File: src/rtl/mem_arbiter_pkg.sv
// Shared types, default sizes and one-hot helpers for the memory arbiter.
`ifndef ADDR_WIDTH
`define ADDR_WIDTH 8
`endif
`ifndef WIDTH
`define WIDTH 8
`endif

package mem_arb_pkg;

  localparam int unsigned DEF_NUM_REQ = 4;
  localparam int unsigned DEF_TIMEOUT = 16;

  // Legacy state encodings, kept as constants so older code can still compare against them
  localparam logic [0:0] ST_IDLE = 1'b0;
  localparam logic [0:0] ST_BUSY = 1'b1;

  typedef enum logic [0:0] {
    IDLE = ST_IDLE,
    BUSY = ST_BUSY
  } state_t;

  // Index -> one-hot (supports up to 32 requesters)
  function automatic logic [31:0] idx2onehot(input int unsigned idx);
    return 32'd1 << idx;
  endfunction

  // One-hot -> index (highest set bit wins if more than one is set)
  function automatic int unsigned onehot2idx(input logic [31:0] oh);
    int unsigned r;
    r = 0;
    for (int unsigned i = 0; i < 32; i++) begin
      if (oh[i]) r = i;
    end
    return r;
  endfunction

endpackage

File: src/rtl/mem_arbiter_if.sv
// Requester and memory-side bus of the arbiter. The arbiter itself uses the
// slave view (it serves the requesters); the environment uses the master view.
`ifndef ADDR_WIDTH
`define ADDR_WIDTH 8
`endif
`ifndef WIDTH
`define WIDTH 8
`endif

interface mem_arbiter_if #(
  parameter int unsigned NUM_REQ    = 4,
  parameter int unsigned ADDR_WIDTH = `ADDR_WIDTH,
  parameter int unsigned WIDTH      = `WIDTH
);
  logic [NUM_REQ-1:0]            req_valid;
  logic [NUM_REQ-1:0]            req_wr_rd;
  logic [NUM_REQ*ADDR_WIDTH-1:0] req_addr;
  logic [NUM_REQ*WIDTH-1:0]      req_wdata;
  logic [NUM_REQ-1:0]            req_ready;
  logic [WIDTH-1:0]              req_rdata;
  logic [NUM_REQ-1:0]            req_err;
  logic                          mem_valid;
  logic                          mem_wr_rd;
  logic [ADDR_WIDTH-1:0]         mem_addr;
  logic [WIDTH-1:0]              mem_wdata;
  logic [WIDTH-1:0]              mem_rdata;
  logic                          mem_ready;

  modport slave (
    input  req_valid, req_wr_rd, req_addr, req_wdata, mem_rdata, mem_ready,
    output req_ready, req_rdata, req_err, mem_valid, mem_wr_rd, mem_addr, mem_wdata
  );

  modport master (
    output req_valid, req_wr_rd, req_addr, req_wdata, mem_rdata, mem_ready,
    input  req_ready, req_rdata, req_err, mem_valid, mem_wr_rd, mem_addr, mem_wdata
  );
endinterface

File: src/rtl/mem_arbiter_rr_arbiter.sv
// Combinational round-robin picker: first set request at or after ptr, wrapping.
module rr_arbiter #(
  parameter int unsigned NUM_REQ = 4,
  parameter int unsigned IDXW    = 2
) (
  input  logic [NUM_REQ-1:0] req,
  input  logic [IDXW-1:0]    ptr,
  output logic [IDXW-1:0]    grant_idx,
  output logic               any_grant
);

  // Scan requesters starting at ptr; the first hit wins
  always_comb begin
    int unsigned k;
    logic [IDXW-1:0] kk;
    grant_idx = '0;
    any_grant = 1'b0;
    k         = 0;
    kk        = '0;
    for (int unsigned i = 0; i < NUM_REQ; i++) begin
      k = 32'(ptr) + i;
      if (k >= NUM_REQ) k = k - NUM_REQ;
      kk = IDXW'(k);
      if (!any_grant && req[kk]) begin
        any_grant = 1'b1;
        grant_idx = kk;
      end
    end
  end

endmodule

File: src/rtl/mem_arbiter.sv
// Round-robin arbiter sharing one single-port memory between NUM_REQ requesters,
// with a watchdog that releases the bus if the memory never answers.
module mem_arbiter
  import mem_arb_pkg::*;
#(
  parameter int unsigned NUM_REQ    = DEF_NUM_REQ,
  parameter int unsigned ADDR_WIDTH = `ADDR_WIDTH,
  parameter int unsigned WIDTH      = `WIDTH,
  parameter int unsigned TIMEOUT    = DEF_TIMEOUT
) (
  input logic          clk,
  input logic          rst,
  mem_arbiter_if.slave bus
);

  localparam int unsigned IDXW = $clog2(NUM_REQ);
  localparam int unsigned WDW  = $clog2(TIMEOUT);

  state_t                  state;
  logic [IDXW-1:0]         ptr;
  logic [IDXW-1:0]         grant;
  logic [IDXW-1:0]         arb_idx;
  logic                    arb_any;
  logic [WDW-1:0]          wd;
  logic                    mv;
  logic                    mwr;
  logic [ADDR_WIDTH-1:0]   maddr;
  logic [WIDTH-1:0]        mwdata;
  logic                    busy;
  logic                    done;
  logic                    expire;
  logic [IDXW-1:0]         next_ptr;
  logic [31:0]             grant_oh;
  logic [NUM_REQ-1:0]      ready_vec;
  logic [NUM_REQ-1:0]      err_vec;
  logic [WIDTH-1:0]        rdata;

  rr_arbiter #(
    .NUM_REQ (NUM_REQ),
    .IDXW    (IDXW)
  ) u_rr (
    .req       (bus.req_valid),
    .ptr       (ptr),
    .grant_idx (arb_idx),
    .any_grant (arb_any)
  );

  // Completion / timeout decode and response routing to the granted requester
  always_comb begin
    busy      = (state == BUSY);
    done      = busy && bus.mem_ready;
    expire    = busy && !bus.mem_ready && (wd == WDW'(TIMEOUT - 1));
    next_ptr  = (grant == IDXW'(NUM_REQ - 1)) ? '0 : grant + 1'b1;
    grant_oh  = idx2onehot(32'(grant));
    ready_vec = done   ? grant_oh[NUM_REQ-1:0] : '0;
    err_vec   = expire ? grant_oh[NUM_REQ-1:0] : '0;
    rdata     = done   ? bus.mem_rdata : '0;
  end

  // FSM, latched payload, round-robin pointer and watchdog
  always_ff @(posedge clk) begin
    if (!rst) begin
      state  <= IDLE;
      mv     <= 1'b0;
      mwr    <= 1'b0;
      maddr  <= '0;
      mwdata <= '0;
      ptr    <= '0;
      grant  <= '0;
      wd     <= '0;
    end else begin
      case (state)
        IDLE: begin
          wd <= '0;
          if (arb_any) begin
            grant  <= arb_idx;
            mwr    <= bus.req_wr_rd[arb_idx];
            maddr  <= bus.req_addr[arb_idx*ADDR_WIDTH +: ADDR_WIDTH];
            mwdata <= bus.req_wdata[arb_idx*WIDTH +: WIDTH];
            mv     <= 1'b1;
            state  <= BUSY;
          end
        end
        BUSY: begin
          // Completion and timeout share the same exit; ready on the last cycle wins
          if (bus.mem_ready || (wd == WDW'(TIMEOUT - 1))) begin
            mv    <= 1'b0;
            ptr   <= next_ptr;
            wd    <= '0;
            state <= IDLE;
          end else begin
            wd <= wd + 1'b1;
          end
        end
        default: state <= IDLE;
      endcase
    end
  end

  assign bus.mem_valid = mv;
  assign bus.mem_wr_rd = mwr;
  assign bus.mem_addr  = maddr;
  assign bus.mem_wdata = mwdata;
  assign bus.req_ready = ready_vec;
  assign bus.req_err   = err_vec;
  assign bus.req_rdata = rdata;

endmodule

File: src/flat_wrapper.sv
// flat-port wrapper written by rule: the top's interface ports become plain ports
module mem_arbiter_flat import mem_arb_pkg::*;
#(
  parameter int unsigned NUM_REQ    = DEF_NUM_REQ,
  parameter int unsigned ADDR_WIDTH = `ADDR_WIDTH,
  parameter int unsigned WIDTH      = `WIDTH,
  parameter int unsigned TIMEOUT    = DEF_TIMEOUT
)
  (clk, rst, bus_req_valid, bus_req_wr_rd, bus_req_addr, bus_req_wdata, bus_mem_rdata, bus_mem_ready, bus_req_ready, bus_req_rdata, bus_req_err, bus_mem_valid, bus_mem_wr_rd, bus_mem_addr, bus_mem_wdata);
  mem_arbiter_if #(.NUM_REQ(NUM_REQ), .ADDR_WIDTH(ADDR_WIDTH), .WIDTH(WIDTH)) bus_i ();
  input logic clk;
  input logic rst;
  input wire logic [$bits(bus_i.req_valid)-1:0] bus_req_valid;
  input wire logic [$bits(bus_i.req_wr_rd)-1:0] bus_req_wr_rd;
  input wire logic [$bits(bus_i.req_addr)-1:0] bus_req_addr;
  input wire logic [$bits(bus_i.req_wdata)-1:0] bus_req_wdata;
  input wire logic [$bits(bus_i.mem_rdata)-1:0] bus_mem_rdata;
  input wire logic [$bits(bus_i.mem_ready)-1:0] bus_mem_ready;
  output wire logic [$bits(bus_i.req_ready)-1:0] bus_req_ready;
  output wire logic [$bits(bus_i.req_rdata)-1:0] bus_req_rdata;
  output wire logic [$bits(bus_i.req_err)-1:0] bus_req_err;
  output wire logic [$bits(bus_i.mem_valid)-1:0] bus_mem_valid;
  output wire logic [$bits(bus_i.mem_wr_rd)-1:0] bus_mem_wr_rd;
  output wire logic [$bits(bus_i.mem_addr)-1:0] bus_mem_addr;
  output wire logic [$bits(bus_i.mem_wdata)-1:0] bus_mem_wdata;
  assign bus_i.req_valid = bus_req_valid;
  assign bus_i.req_wr_rd = bus_req_wr_rd;
  assign bus_i.req_addr = bus_req_addr;
  assign bus_i.req_wdata = bus_req_wdata;
  assign bus_i.mem_rdata = bus_mem_rdata;
  assign bus_i.mem_ready = bus_mem_ready;
  assign bus_req_ready = bus_i.req_ready;
  assign bus_req_rdata = bus_i.req_rdata;
  assign bus_req_err = bus_i.req_err;
  assign bus_mem_valid = bus_i.mem_valid;
  assign bus_mem_wr_rd = bus_i.mem_wr_rd;
  assign bus_mem_addr = bus_i.mem_addr;
  assign bus_mem_wdata = bus_i.mem_wdata;
  mem_arbiter #(.NUM_REQ(NUM_REQ), .ADDR_WIDTH(ADDR_WIDTH), .WIDTH(WIDTH), .TIMEOUT(TIMEOUT)) u_core (.clk(clk), .rst(rst), .bus(bus_i));
endmodule
File: config.mk
export PLATFORM = sky130hd
export DESIGN_NAME = mem_arbiter_flat
export DESIGN_NICKNAME = d
export VERILOG_FILES = /design/src/rtl/mem_arbiter_pkg.sv /design/src/rtl/mem_arbiter_if.sv /design/src/rtl/mem_arbiter_rr_arbiter.sv /design/src/rtl/mem_arbiter.sv /design/src/flat_wrapper.sv
export SDC_FILE = /design/constraint.sdc
export NUM_CORES = 1
export LEC_CHECK = 0
export ABC_AREA = 1
export CORE_ASPECT_RATIO = 1.25
export CORE_UTILIZATION = 40
export CTS_CLUSTER_SIZE = 8
export DETAILED_ROUTE_END_ITERATION = 10
export PLACE_DENSITY = 0.8
export SYNTH_ARGS = -nofsm -noshare
export SYNTH_HDL_FRONTEND = slang
export SYNTH_HIERARCHICAL = 1
export SYNTH_SLANG_ARGS = --single-unit
export TNS_END_PERCENT = 5
File: constraint.sdc
create_clock -name clk -period 4.7 [get_ports clk]
set_input_delay 0.94 -clock clk [delete_from_list [all_inputs] [get_ports clk]]
set_output_delay 0.94 -clock clk [all_outputs]
set_load 0.01 [all_outputs]
==> results of run 1 <==
-- cell usage after synthesis --
| master | instances |
|---|---|
| or2_2 | 1 |
| nand2_4 | 3 |
| a211oi_2 | 1 |
| nand2_8 | 1 |
| dfxtp_1 | 27 |
| nand3_2 | 3 |
| xnor2_1 | 1 |
| nor2_1 | 58 |
| o211ai_1 | 10 |
| ha_1 | 5 |
| nor2_4 | 3 |
| buf_4 | 4 |
| nand3_1 | 29 |
| nand4_1 | 3 |
| nand2_2 | 10 |
| xor2_1 | 1 |
| o21ai_0 | 1 |
| nand3b_1 | 1 |
| nor2_2 | 3 |
| a21oi_1 | 2 |
| clkbuf_1 | 2 |
| nand2_1 | 144 |
| inv_2 | 6 |
| buf_2 | 6 |
| buf_6 | 3 |
| inv_1 | 58 |
| o21ai_1 | 3 |
| inv_4 | 1 |
-- cell type report --
type	instances	area, um^2	share of cell area
multi-input combinational	283	1333	0.3903
timing repair buffer	117	1169	0.3423
sequential	27	540.5	0.1583
inverter	65	246.5	0.07219
tap	62	77.57	0.02272
clock buffer	3	41.29	0.01209
clock inverter	1	7.507	0.002199
-- power by group through the flow --
stage | clock network (W) | logic [W] | registers (W)
3_3_place_gp | 0 | 0.000689 | 0.000330
4_1_cts | 0.000141 | 0.000704 | 0.000328
5_1_grt | 0.000150 | 0.000787 | 0.000335
2_1_floorplan | 0 | 0.000447 | 0.000350
3_5_place_dp | 0 | 0.000700 | 0.000333
6_report | 0.000135 | 0.000700 | 0.000327
-- per-layer routing --
metal | track usage | part of all wire | up-vias
li1 | - | - | 1375
met1 | 0.2351 | 0.42 | 1118
met2 | 0.4269 | 0.52 | 75
met3 | 0.02016 | 0.046 | 8
met4 | 0.07197 | 0.019 | 0
met5 | 0 | 0 | -
-- kinds of logic after synthesis --
family	after synthesis	share of synthesized area
compound gates	17	0.05295
xor+xnor	2	0.007889
fa+ha+maj	5	0.02817
buf+inv	80	0.1566
flops	27	0.2434
simple gates	259	0.5110
-- flip-flops by register name, summed over array words and instances (netlist names) --
| register | flops |
|---|---|
| u_core/grant | 2 |
| u_core/wd | 4 |
| u_core/ptr | 2 |
| u_core/bus.mem_valid | 1 |
| u_core/bus.mem_wr_rd | 1 |
| u_core/bus.mem_wdata | 8 |
| u_core/busy | 1 |
| u_core/bus.mem_addr | 8 |
-- per-stage QoR --
| step | hold WS [ps] | cells | util |
|---|---|---|---|
| 3_3_place_gp | 429.6 | 554 | 0.6442 |
| 3_5_place_dp | 442.7 | 554 | 0.6442 |
| 6_report | 453.0 | 558 | 0.6535 |
| 5_1_grt | 491.3 | 558 | 0.6535 |
| 4_1_cts | 456.6 | 558 | 0.6535 |
| 2_1_floorplan | 417.5 | 390 | - |
-- path summary, 6_finish.rpt --
| kind | start | end | slack [ps] | cells past startpoint |
|---|---|---|---|---|
| setup reg to reg | u_core/ptr[0] | u_core/bus.mem_wdata[6] | 2240 | 12 |
| hold / removal | u_core/wd[0] | u_core/wd[0] | 450 | 1 |
| setup / recovery | bus_mem_ready | bus_req_ready[0] | 1370 | 4 |
| hold reg to reg | u_core/wd[0] | u_core/wd[0] | 450 | 1 |
==> metrics.txt, run 1 <==
# resized after CTS=0; routed len/inst=10.99 um; crit path cell chain=clkdlybuf4s50_1, nand2_1, nor2_1, clkdlybuf4s50_1; combinational power share=0.603; Slew Limit Fails=0; Critical Path RT=3760 ps; crit path max-delay cell type=clkdlybuf4s50_1; global-route wire length before repair=10,090 um; Area growth syn-to-layout=53.75%; CP endpoint kind=output port; Worst Max-Slew Pin Slew=607.4 ps; CTS sink cnt=27; crit share post-route=0.7090; clk_lat worst skew=270 ps; global route overflow=0; syn_nets=478; Hold-fix buffers, CTS=0; status=complete, no violations; largest net degree at the start of global routing=36; worst setup margin=around 1400 ps; Internal Power=0.0006515 W; switching portion of total power=0.4391; drc violations=0; GPL Wtd Cong=0.7935; Final setup viols=0; Detailed Routing Iterations Pass 1=5; die area=5856 um^2; Total Power=0.001161 W; CP delay by family, top=buffers and inverters; Total GRT Usage=0.2203; Seq/Total Area, Yosys=0.2434; commonest non-fill, non-tap cells in the layout=144 x nand2_1, 116 x clkdlybuf4s50_1, 58 x inv_1, 58 x nor2_1, 29 x nand3_1; Setup WS pre-CTS=1344 ps; share of cells above drive strength 1=0.07460; placed inst area=3366 um^2; clock-pin slew on the worst setup and hold paths=90 ps; Clock Path Buffers=2; drt via density=4.616; Mapped Cells=390; initial drt markers=a little over 80; setup TNS=0 ps; Routed Antenna Nets=0; n_diodes=0; CP Max Fanout=13; post-route clock skew=between 4 and 5 ps; filler cell count=500; dpl hpwl=between 4000 and 5000 um; Design Area, Final=3415 um^2; post-synthesis instance area=2221 um^2; initial core utilization=0.4250; clock network power share=0.116; CTS tree=built; root buffer selected by CTS=clkbuf_8; htree depth=1; Static Leak=approximately 1.7 nW; final WL=around 6100 um; Synth area leaders=dfxtp_1 24%, nand2_1 24%, inv_1 9.8%; worst hold path type=flop to flop; arrival time at the worst endpoint=approximately 2400 ps; Port Buffers=116; I/O pins=117; vias in the first global route=~2,500; Core Rows=29; Tmin final=3332 ps; YS warnings=6; top-area cell type share of the netlist area=0.2434; TritonCTS Buffers=3; Avg Cell Area, Syn=about 5.7 um^2; Final #Nets=585; Sequential Power Share=0.281; Worst Setup Path Type=primary input to output port; Die W=68.65 um; Critical path buffers and inverters=2; Core ar.=5225 um^2; fmax=300.1 MHz; startpoint class of the critical path=primary input; final hold violation count=0; number of distinct library cells after synthesis=28; Max rail drop VDD=0.1913 mV; area leader, netlist=dfxtp_1; CP max stage delay=550 ps; most common cell after layout, fill and taps aside=nand2_1; initial antenna violation count=0; Die H=85.31 um; slew margin rel.=0.5938; Psw=0.0005099 W; detailed-route via count=2,576; Max-Cap Viols=0; total setup buffers inserted after CTS=0; Crit path top cell by count=clkdlybuf4s50_1; power per cell area=340.1 nW/um^2; synthesis-stage register bit count=27; unrepaired setup endpoints after global routing=no
(Power assumes the default switching activity.)
==> inputs of run 2 (changes only) <==
--- a/config.mk
+++ b/config.mk
@@ -7,10 +7,10 @@
 export LEC_CHECK = 0
 export ABC_AREA = 1
 export CORE_ASPECT_RATIO = 1.25
-export CORE_UTILIZATION = 40
+export CORE_UTILIZATION = 36
 export CTS_CLUSTER_SIZE = 8
 export DETAILED_ROUTE_END_ITERATION = 10
-export PLACE_DENSITY = 0.8
+export PLACE_DENSITY = 0.76
 export SYNTH_ARGS = -nofsm -noshare
 export SYNTH_HDL_FRONTEND = slang
 export SYNTH_HIERARCHICAL = 1
==> constraint.sdc (replaced) <==
create_clock -name clk -period 3.06 [get_ports clk]
set_input_delay 0.612 -clock clk [delete_from_list [all_inputs] [get_ports clk]]
set_output_delay 0.612 -clock clk [all_outputs]
set_load 0.01 [all_outputs]
==> metrics.txt, run 2 (synthesis results as in run 1) <==
die area=6489 um^2 (+11%); fmax=371.7 MHz; Max-Cap Viols=0 (unchanged); worst hold path type=flop to flop; Total Power=0.001819 W (+57%); Clock Path Buffers=2 (unchanged); Static Leak=1.764 nW (+1.4%); initial antenna violation count=0 (unchanged); TritonCTS Buffers=3 (unchanged); status=complete, no violations; Port Buffers=116 (unchanged); Die H=89.82 um (+5.3%); routed len/inst=10.81 um (-1.6%); total setup buffers inserted after CTS=0 (unchanged); largest net degree at the start of global routing=29 (-19%); dpl hpwl=5019 um (+4.2%); Global Route met2 Usage=0.3754 (-0.05153); share of cells above drive strength 1=0.08200 (+0.007403); worst setup margin=369.9 ps (-998.0 ps); root buffer selected by CTS=clkbuf_8; clk_lat worst skew=270 ps (about the same); vias in the first global route=2,465 (-0.24%); Detailed Routing Iterations Pass 1=6 (+1); global routing usage on met1=0.2069 (-0.02818); initial core utilization=0.3792 (-0.04586); crit share post-route=0.8791; arrival time at the worst endpoint=2080 ps (-310 ps); CP Max Fanout=13 (unchanged); global-route wire length before repair=10,330 um (+2.4%); Die W=72.25 um (+5.3%); setup TNS=0 ps (unchanged); Total GRT Usage=0.1947 (-0.02554); R2R Path Start=u_core/ptr[0]; Slew Limit Fails=0 (unchanged); hold depth=1 (unchanged); power per cell area=522.3 nW/um^2 (+54%); detailed-route via count=2,594 (+0.70%); met3 global-route usage=0.03139 (+0.01123); final WL=6293 um (+2.6%); CTS tree=built; htree depth=1 (unchanged); CP endpoint kind=output port; final hold violation count=0 (unchanged); initial drt markers=101 (+25%); Final setup viols=0 (unchanged); Worst Setup Path Type=primary input to output port; drc violations=0 (unchanged); most common cell after layout, fill and taps aside=nand2_1; unrepaired setup endpoints after global routing=no; commonest non-fill, non-tap cells in the layout=144 x nand2_1, 116 x clkdlybuf4s50_1, 58 x inv_1, 58 x nor2_1, 29 x nand3_1; n_diodes=0 (unchanged); drt via density=4.457 (-3.5%); CTS sink cnt=27 (unchanged); slew margin rel.=0.7023 (+0.1085); Setup WS pre-CTS=339.5 ps (-1004 ps); post-route clock skew=6.257 ps (+1.463 ps); Worst Max-Slew Pin Slew=445.4 ps (-162.0 ps); filler cell count=571 (+14%); # resized after CTS=0 (unchanged); Hold-fix buffers, CTS=0 (unchanged); Critical path origin=bus_mem_ready; Core ar.=5857 um^2 (+12%); startpoint of the worst hold path=u_core/wd[0]; startpoint class of the critical path=primary input; GPL Wtd Cong=0.8511 (+7.3%); global route overflow=0 (unchanged); GR peak layer=met2; Area growth syn-to-layout=56.79%; clock-pin slew on the worst setup and hold paths=100 ps (about the same); I/O pins=117 (unchanged); Final #Nets=589 (+0.68%); Routed Antenna Nets=0 (unchanged); Core Rows=31 (+6.9%); Max rail drop VDD=0.3025 mV (+58%); FF-to-FF path depth=13 (+1); Tmin final=2690 ps; Critical Path RT=2450 ps (-1310 ps)
[run 2: changes by cell type in the layout (fill, tap and decap cells not counted), sizes merged]
cell and delta:
buf +4
[run 2: critical path, cell delays in order]
cell and delay, ps:
clkdlybuf4s50_1 500, nand2_1 240, nor2_1 170, clkdlybuf4s50_1 550
[run 2: metal layers]
layer / vias to the layer above / wire (um)
met5: - / 0
met4: 0 / 90
met3: 6 / 399
met2: 93 / 3317
met1: 1113 / 2485
li1: 1382 / -
[run 2: final timing paths]
check                                          endpoint  slack [ps]
worst max-delay path                   bus_req_rdata[1]         370
worst min register to register             u_core/wd[0]         460
worst min-delay path                       u_core/wd[0]         460
worst max register to register  u_core/bus.mem_wdata[6]         920
[run 2: where the power goes]
group          internal (W)  switching, W  leakage (nW)  total (W)
clock             0.0000925      0.000117        0.0217   0.000209
combinational      0.000495      0.000616          1.52    0.00111
sequential         0.000443     0.0000559         0.223   0.000499
[run 2: per-stage QoR]
step                      instances  hold WS [ps]  utilization  instance area, um^2
after global routing            582         492.7       0.5945                 3482
after detailed placement        578         438.7       0.5862                 3433
after floorplan                 390         417.5            -                 2221
after global placement          578         428.5       0.5862                 3433
after CTS                       582         460.8       0.5945                 3482
final                           582         455.4       0.5945                 3482
[run 2: area by class of cell]
class	count	area (um^2)	share of cell area
multi-input combinational	283	1333	0.3827
timing repair buffer	121	1211	0.3478
clock inverter	1	7.507	0.002156
tap	82	102.6	0.02946
inverter	65	246.5	0.07079
clock buffer	3	41.29	0.01186
sequential	27	540.5	0.1552
==> inputs of run 3 (changes only) <==
--- a/config.mk
+++ b/config.mk
@@ -10,6 +10,7 @@
 export CORE_UTILIZATION = 36
 export CTS_CLUSTER_SIZE = 8
 export DETAILED_ROUTE_END_ITERATION = 10
+export HOLD_SLACK_MARGIN = 0.06
 export PLACE_DENSITY = 0.76
 export SYNTH_ARGS = -nofsm -noshare
 export SYNTH_HDL_FRONTEND = slang
==> results of run 3 <==
No change in the layout: final DEF, timing and power equal those of run 2.
